## src/rtl/pace_timing_core.sv

```systemverilog
// -----------------------------------------------------------------------------
// pace_timing_core
//
// Demand-mode (VVI) ventricular pacing timer. The raw heartbeat comparator
// input is synchronised and edge-detected. A sensed beat in the alert window
// inhibits pacing. If the escape interval expires first, a fixed-width pacing
// pulse is issued. Every accepted sense or pace is followed by a refractory
// window. The magnet input forces asynchronous fixed-rate pacing.
//
// Parameters
//   CNT_W    width of the interval and phase counters
//   LRI      lower-rate (escape) interval in clk cycles
//   PULSE_W  pacing pulse width in clk cycles
//   REFRACT  refractory length in clk cycles
//
// Ports
//   clk         system clock
//   rst_n       asynchronous active-low reset
//   en          pacing enable; low forces IDLE on the next edge
//   magnet      fixed-rate request; when high, sensing is ignored
//   sense_raw   heartbeat comparator output, asynchronous to clk
//   pace_out    pacing pulse, high exactly while in PACE
//   sense_evt   one-cycle strobe per accepted sensed beat
//   refractory  high while in PACE or REFRACT
//   state       IDLE=0, ALERT=1, PACE=2, REFRACT=3
//   pace_cnt    delivered-pace count, wraps 255 -> 0
// -----------------------------------------------------------------------------
module pace_timing_core #(
    parameter int CNT_W   = 16,
    parameter int LRI     = 1000,
    parameter int PULSE_W = 2,
    parameter int REFRACT = 300
) (
    input  logic       clk,
    input  logic       rst_n,
    input  logic       en,
    input  logic       magnet,
    input  logic       sense_raw,
    output logic       pace_out,
    output logic       sense_evt,
    output logic       refractory,
    output logic [1:0] state,
    output logic [7:0] pace_cnt
);

    typedef enum logic [1:0] {
        ST_IDLE    = 2'd0,
        ST_ALERT   = 2'd1,
        ST_PACE    = 2'd2,
        ST_REFRACT = 2'd3
    } state_t;

    // Terminal counts, expressed at counter width so comparisons are exact.
    localparam logic [CNT_W-1:0] IC_LAST    = CNT_W'(LRI - 1);
    localparam logic [CNT_W-1:0] PULSE_LAST = CNT_W'(PULSE_W - 1);
    localparam logic [CNT_W-1:0] REFR_LAST  = CNT_W'(REFRACT - 1);
    localparam logic [CNT_W-1:0] CNT_ONE    = CNT_W'(1);

    // -------------------------------------------------------------------------
    // Input synchroniser plus history flop for rising-edge detection
    // -------------------------------------------------------------------------
    logic sync1, sync2, hist;
    logic rise;

    // NOTE: sequential state uses non-blocking assignments so every flop
    // samples pre-edge values; blocking here would collapse the sync chain.
    always_ff @(posedge clk or negedge rst_n) begin
        if (!rst_n) begin
            sync1 <= 1'b0;
            sync2 <= 1'b0;
            hist  <= 1'b0;
        end else begin
            sync1 <= sense_raw;
            sync2 <= sync1;
            hist  <= sync2;
        end
    end

    assign rise = sync2 & ~hist;

    // -------------------------------------------------------------------------
    // FSM with interval counter (ic) and phase counter (ph)
    // -------------------------------------------------------------------------
    state_t            st_q, st_d;
    logic [CNT_W-1:0]  ic_q, ic_d;
    logic [CNT_W-1:0]  ph_q, ph_d;
    logic [7:0]        pace_cnt_d;
    logic              sense_evt_d;
    logic              accept;

    // Edges outside ALERT, or while the magnet is applied, are simply dropped.
    assign accept = rise & (st_q == ST_ALERT) & ~magnet;

    // NOTE: every signal driven here gets a default first, so no path through
    // the case can leave one unassigned and infer a latch.
    always_comb begin
        st_d        = st_q;
        ic_d        = ic_q;
        ph_d        = ph_q;
        pace_cnt_d  = pace_cnt;
        sense_evt_d = 1'b0;

        if (!en) begin
            st_d = ST_IDLE;
            ic_d = '0;
            ph_d = '0;
        end else begin
            unique case (st_q)
                ST_IDLE: begin
                    st_d = ST_ALERT;
                    ic_d = '0;
                    ph_d = '0;
                end
                ST_ALERT: begin
                    // A sense on the same cycle as escape expiry wins.
                    if (accept) begin
                        st_d        = ST_REFRACT;
                        ic_d        = '0;
                        ph_d        = '0;
                        sense_evt_d = 1'b1;
                    end else if (ic_q == IC_LAST) begin
                        st_d       = ST_PACE;
                        ic_d       = '0;
                        ph_d       = '0;
                        pace_cnt_d = pace_cnt + 8'd1;
                    end else begin
                        ic_d = ic_q + CNT_ONE;
                    end
                end
                ST_PACE: begin
                    // ic keeps running so the next escape is timed from pace start.
                    ic_d = ic_q + CNT_ONE;
                    if (ph_q == PULSE_LAST) begin
                        st_d = ST_REFRACT;
                        ph_d = '0;
                    end else begin
                        ph_d = ph_q + CNT_ONE;
                    end
                end
                ST_REFRACT: begin
                    ic_d = ic_q + CNT_ONE;
                    if (ph_q == REFR_LAST) begin
                        st_d = ST_ALERT;
                        ph_d = '0;
                    end else begin
                        ph_d = ph_q + CNT_ONE;
                    end
                end
                default: begin
                    st_d = ST_IDLE;
                    ic_d = '0;
                    ph_d = '0;
                end
            endcase
        end
    end

    // Outputs are registered from the next-state decode, so they change on
    // the same edge as the state and never glitch.
    always_ff @(posedge clk or negedge rst_n) begin
        if (!rst_n) begin
            st_q       <= ST_IDLE;
            ic_q       <= '0;
            ph_q       <= '0;
            pace_cnt   <= 8'd0;
            sense_evt  <= 1'b0;
            pace_out   <= 1'b0;
            refractory <= 1'b0;
        end else begin
            st_q       <= st_d;
            ic_q       <= ic_d;
            ph_q       <= ph_d;
            pace_cnt   <= pace_cnt_d;
            sense_evt  <= sense_evt_d;
            pace_out   <= (st_d == ST_PACE);
            refractory <= (st_d == ST_PACE) || (st_d == ST_REFRACT);
        end
    end

    assign state = st_q;

endmodule

```

## config.mk

```make
export PLATFORM = sky130hd
export DESIGN_NAME = pace_timing_core
export DESIGN_NICKNAME = d
export VERILOG_FILES = /design/src/rtl/pace_timing_core.sv
export SDC_FILE = /design/constraint.sdc
export NUM_CORES = 1
export LEC_CHECK = 0
export CORE_MARGIN = 2
export CORE_UTILIZATION = 30
export CTS_CLUSTER_SIZE = 24
export DETAILED_ROUTE_END_ITERATION = 6
export PLACE_DENSITY = 0.57
export SYNTH_ARGS = -nofsm -noshare
export SYNTH_HDL_FRONTEND = slang
export SYNTH_SLANG_ARGS = --single-unit
```

## constraint.sdc

```tcl
create_clock -name clk -period 4.25 [get_ports clk]
set_input_delay 0.6375 -clock clk [delete_from_list [all_inputs] [get_ports clk]]
set_output_delay 0.6375 -clock clk [all_outputs]
set_load 0.005 [all_outputs]
```

==> metrics <==
Crit Path Category=reg2reg; result of the run=finished clean; Setup WS pre-CTS=between 1.5 and 2 ns; Avg Inst Size Synth=9.86 um2; Design Area, Final=2740 um2; mapped cell area=2350 um2; vias in the first global route=roughly 1.7k; leak pwr=1.11 nW; Critical Path Fanout Max=9; DRC=0; CP Launch Type=flip-flop; Slew HR=between 30% and 40%; most common cell in the synthesized netlist=dfrtp_1; die width=92.5 um; Seq. cell area=1200 um2; antenna viol nets, final=0; First-pass DRT Iterations=4; dpl cells=around 350; fmax=between 400 and 500 MHz; Top-Level Pins=18; first-pass GRT wire length=approximately 8000 um; GRT Util Overall=roughly an eighth; required time of the worst setup path=4.44 ns; area of the multi-input gates=~1100 um2; skew final=between 0.006 and 0.007 ns; final worst setup slack=1.83 ns; Area after DPL=around 2600 um2; # port buffers=17; die area=8550 um2; initial antenna violation count=0; Die Height=92.5 um; gr ovfl total=0; postcts setup bufs=0; Seq/Total Area, Yosys=approximately half; nets=roughly 270; crit path DAT=2.61 ns; max-slew violation count=0; total power draw=around 0.85 mW; Final Instance Count excl. Fillers=between 300 and 400; area delta synth->final=16.8%; Final period util=56.9%; Routed WL=4640 um; Iteration-0 DRC Markers=86; routed len/inst=12.9 um; cell taking the most area after synthesis=dfrtp_1; Clock H-tree levels=2; max cap viols=0; pwr/cell area=around 310 nW/um2; maximum VDD drop=between 0.1 and 0.15 mV; Synth Warn #=0; flops & latches, synth=between 40 and 50; CTS sink cnt=48; Mapped Cells=238; Most used DFF post-synth=dfrtp_1; clock buffer depth=2; fin util=between 30% and 40%; Hold WC Path Type=reg2reg; final setup fails=0; largest net degree at the start of global routing=49; vias post-DR=1,776; cts hold-fix bufs=0; share of cells above drive strength 1=under 10%; Clock Tree Root=clkbuf_8; top cells by area, synth=dfrtp_1 (51%), xnor2_1 (5.2%), nand2_1 (4.0%), o21ai_0 (3.6%), nor2_1 (3.5%); core area=approximately 7600 um2; Final min period=2.42 ns; final hold violation count=0; CTS tree=built; Initial Util=roughly 30%; RSZ-0062 raised after global routing=false; vias per std cell=4.92; GPL Wtd Cong=around 0.78; total CTS buffers=5; Worst-path clk slew=about 0.09 ns; Yosys top cell area share=about half; commonest cells in the netlist=dfrtp_1 (48), nand2_1 (25), nor2_1 (22); Skew-Pair Late Insertion Delay=approximately 0.3 ns; Filler cells=778; Synth cell types=41; hold slack final=0.354 ns; FFs w/ async S/R, synth=100%; Total Negative Setup Slacks=0 ns; Final HPWL DP=around 3200 um; measured slew at the worst slew-check pin=slightly above 1 ns; number of synthesized flops with an enable pin=0; ant diodes=0; net count after synthesis=~250; Worst Setup End Kind=flip-flop; FP Rows=32; cts repair resizes=0
## kinds of logic (layout without fill, tap and decap cells)
kind of cell               count (synthesis)  in the layout  synth area share, %
xor gates and xnor gates                  23             23                 8.58
muxes                                      1              1                0.480
adders and majority gates                  4              4                 2.13
buffers and inverters                     11             32                 1.97
and+or+nand+nor                          111            111                 25.3
AOI/OAI and AO/OA                         40             40                 10.4
DFF                                       48             48                 51.2
## report_power, final
| part | switching [mW] | internal [mW] |
|---|---|---|
| sequential | 0.00396 | 0.461 |
| combinational | 0.0254 | 0.0110 |
| clock | 0.155 | 0.193 |
| total | 0.185 | 0.664 |
## worst max-delay path, stage by stage, from the launching register on
cell and delay, ns:
dfrtp_1 0.44, or4_4 0.56, nor4_4 0.50, nand2b_1 0.42, o21ai_0 0.18, a22o_1 0.20
## state kept, by name, summed over array words and instances (netlist names)
| register | cells |
|---|---|
| sync2 | 1 |
| refractory | 1 |
| sense_evt | 1 |
| pace_out | 1 |
| hist | 1 |
| state | 2 |
| pace_cnt | 8 |
| ph_q | 16 |
| sync1 | 1 |
| ic_q | 16 |
## routing by layer
layer | up-vias | global-route usage [%] | share of wire, %
met5 | - | 0 | 0
met4 | 0 | 4.48 | 1.4
met3 | 4 | 2.69 | 3.0
met2 | 29 | 18.6 | 45
met1 | 865 | 16.3 | 51
li1 | 878 | - | -
## cell type report
class	instances	share of cell area (%)
clock buffer	6	3.01
clock inverter	2	1.41
inverter	7	0.958
multi-input combinational	179	40.1
sequential	48	43.8
tap	102	4.66
timing repair buffer	17	6.02
## path summary, 6_finish.rpt
check	from	endpoint	depth (start not counted)	slack, ns
min in group asynchronous	rst_n	ic_q[6]$_DFF_PN0_	1	0.51
hold reg to reg	sync1$_DFF_PN0_	sync2$_DFF_PN0_	0	0.35
max in group asynchronous	rst_n	ph_q[7]$_DFFE_PN0P_	1	3.09
hold / removal	sync1$_DFF_PN0_	sync2$_DFF_PN0_	0	0.35
setup / recovery	ic_q[3]$_DFF_PN0_	ph_q[7]$_DFFE_PN0P_	5	1.83
setup reg to reg	ic_q[3]$_DFF_PN0_	ph_q[7]$_DFFE_PN0P_	5	1.83
## placed cells by master (no fill, tap or decap), drive strengths merged, types with 2 or more instances in the layout
cell           synthesis  routed
or2                    2       2
and4                   3       3
clkbuf                 2       6
a21oi                 10      10
nand2                 25      25
dfrtp                 48      48
or4                    2       2
a21o                   2       2
nor3b                  2       2
a31oi                  4       4
nand2b                 4       4
nor4                   6       6
nor3                   7       7
xnor2                 14      14
or3                    5       5
o21ai                 17      17
nor2                  22      22
a22o                   2       2
xor2                   9       9
and2                   2       2
nand3                 14      14
inv                    7       7
nand4                  6       6
clkdlybuf4s50          0      16
and3                   7       7
ha                     4       4
Power figures use the tool's default switching activity.
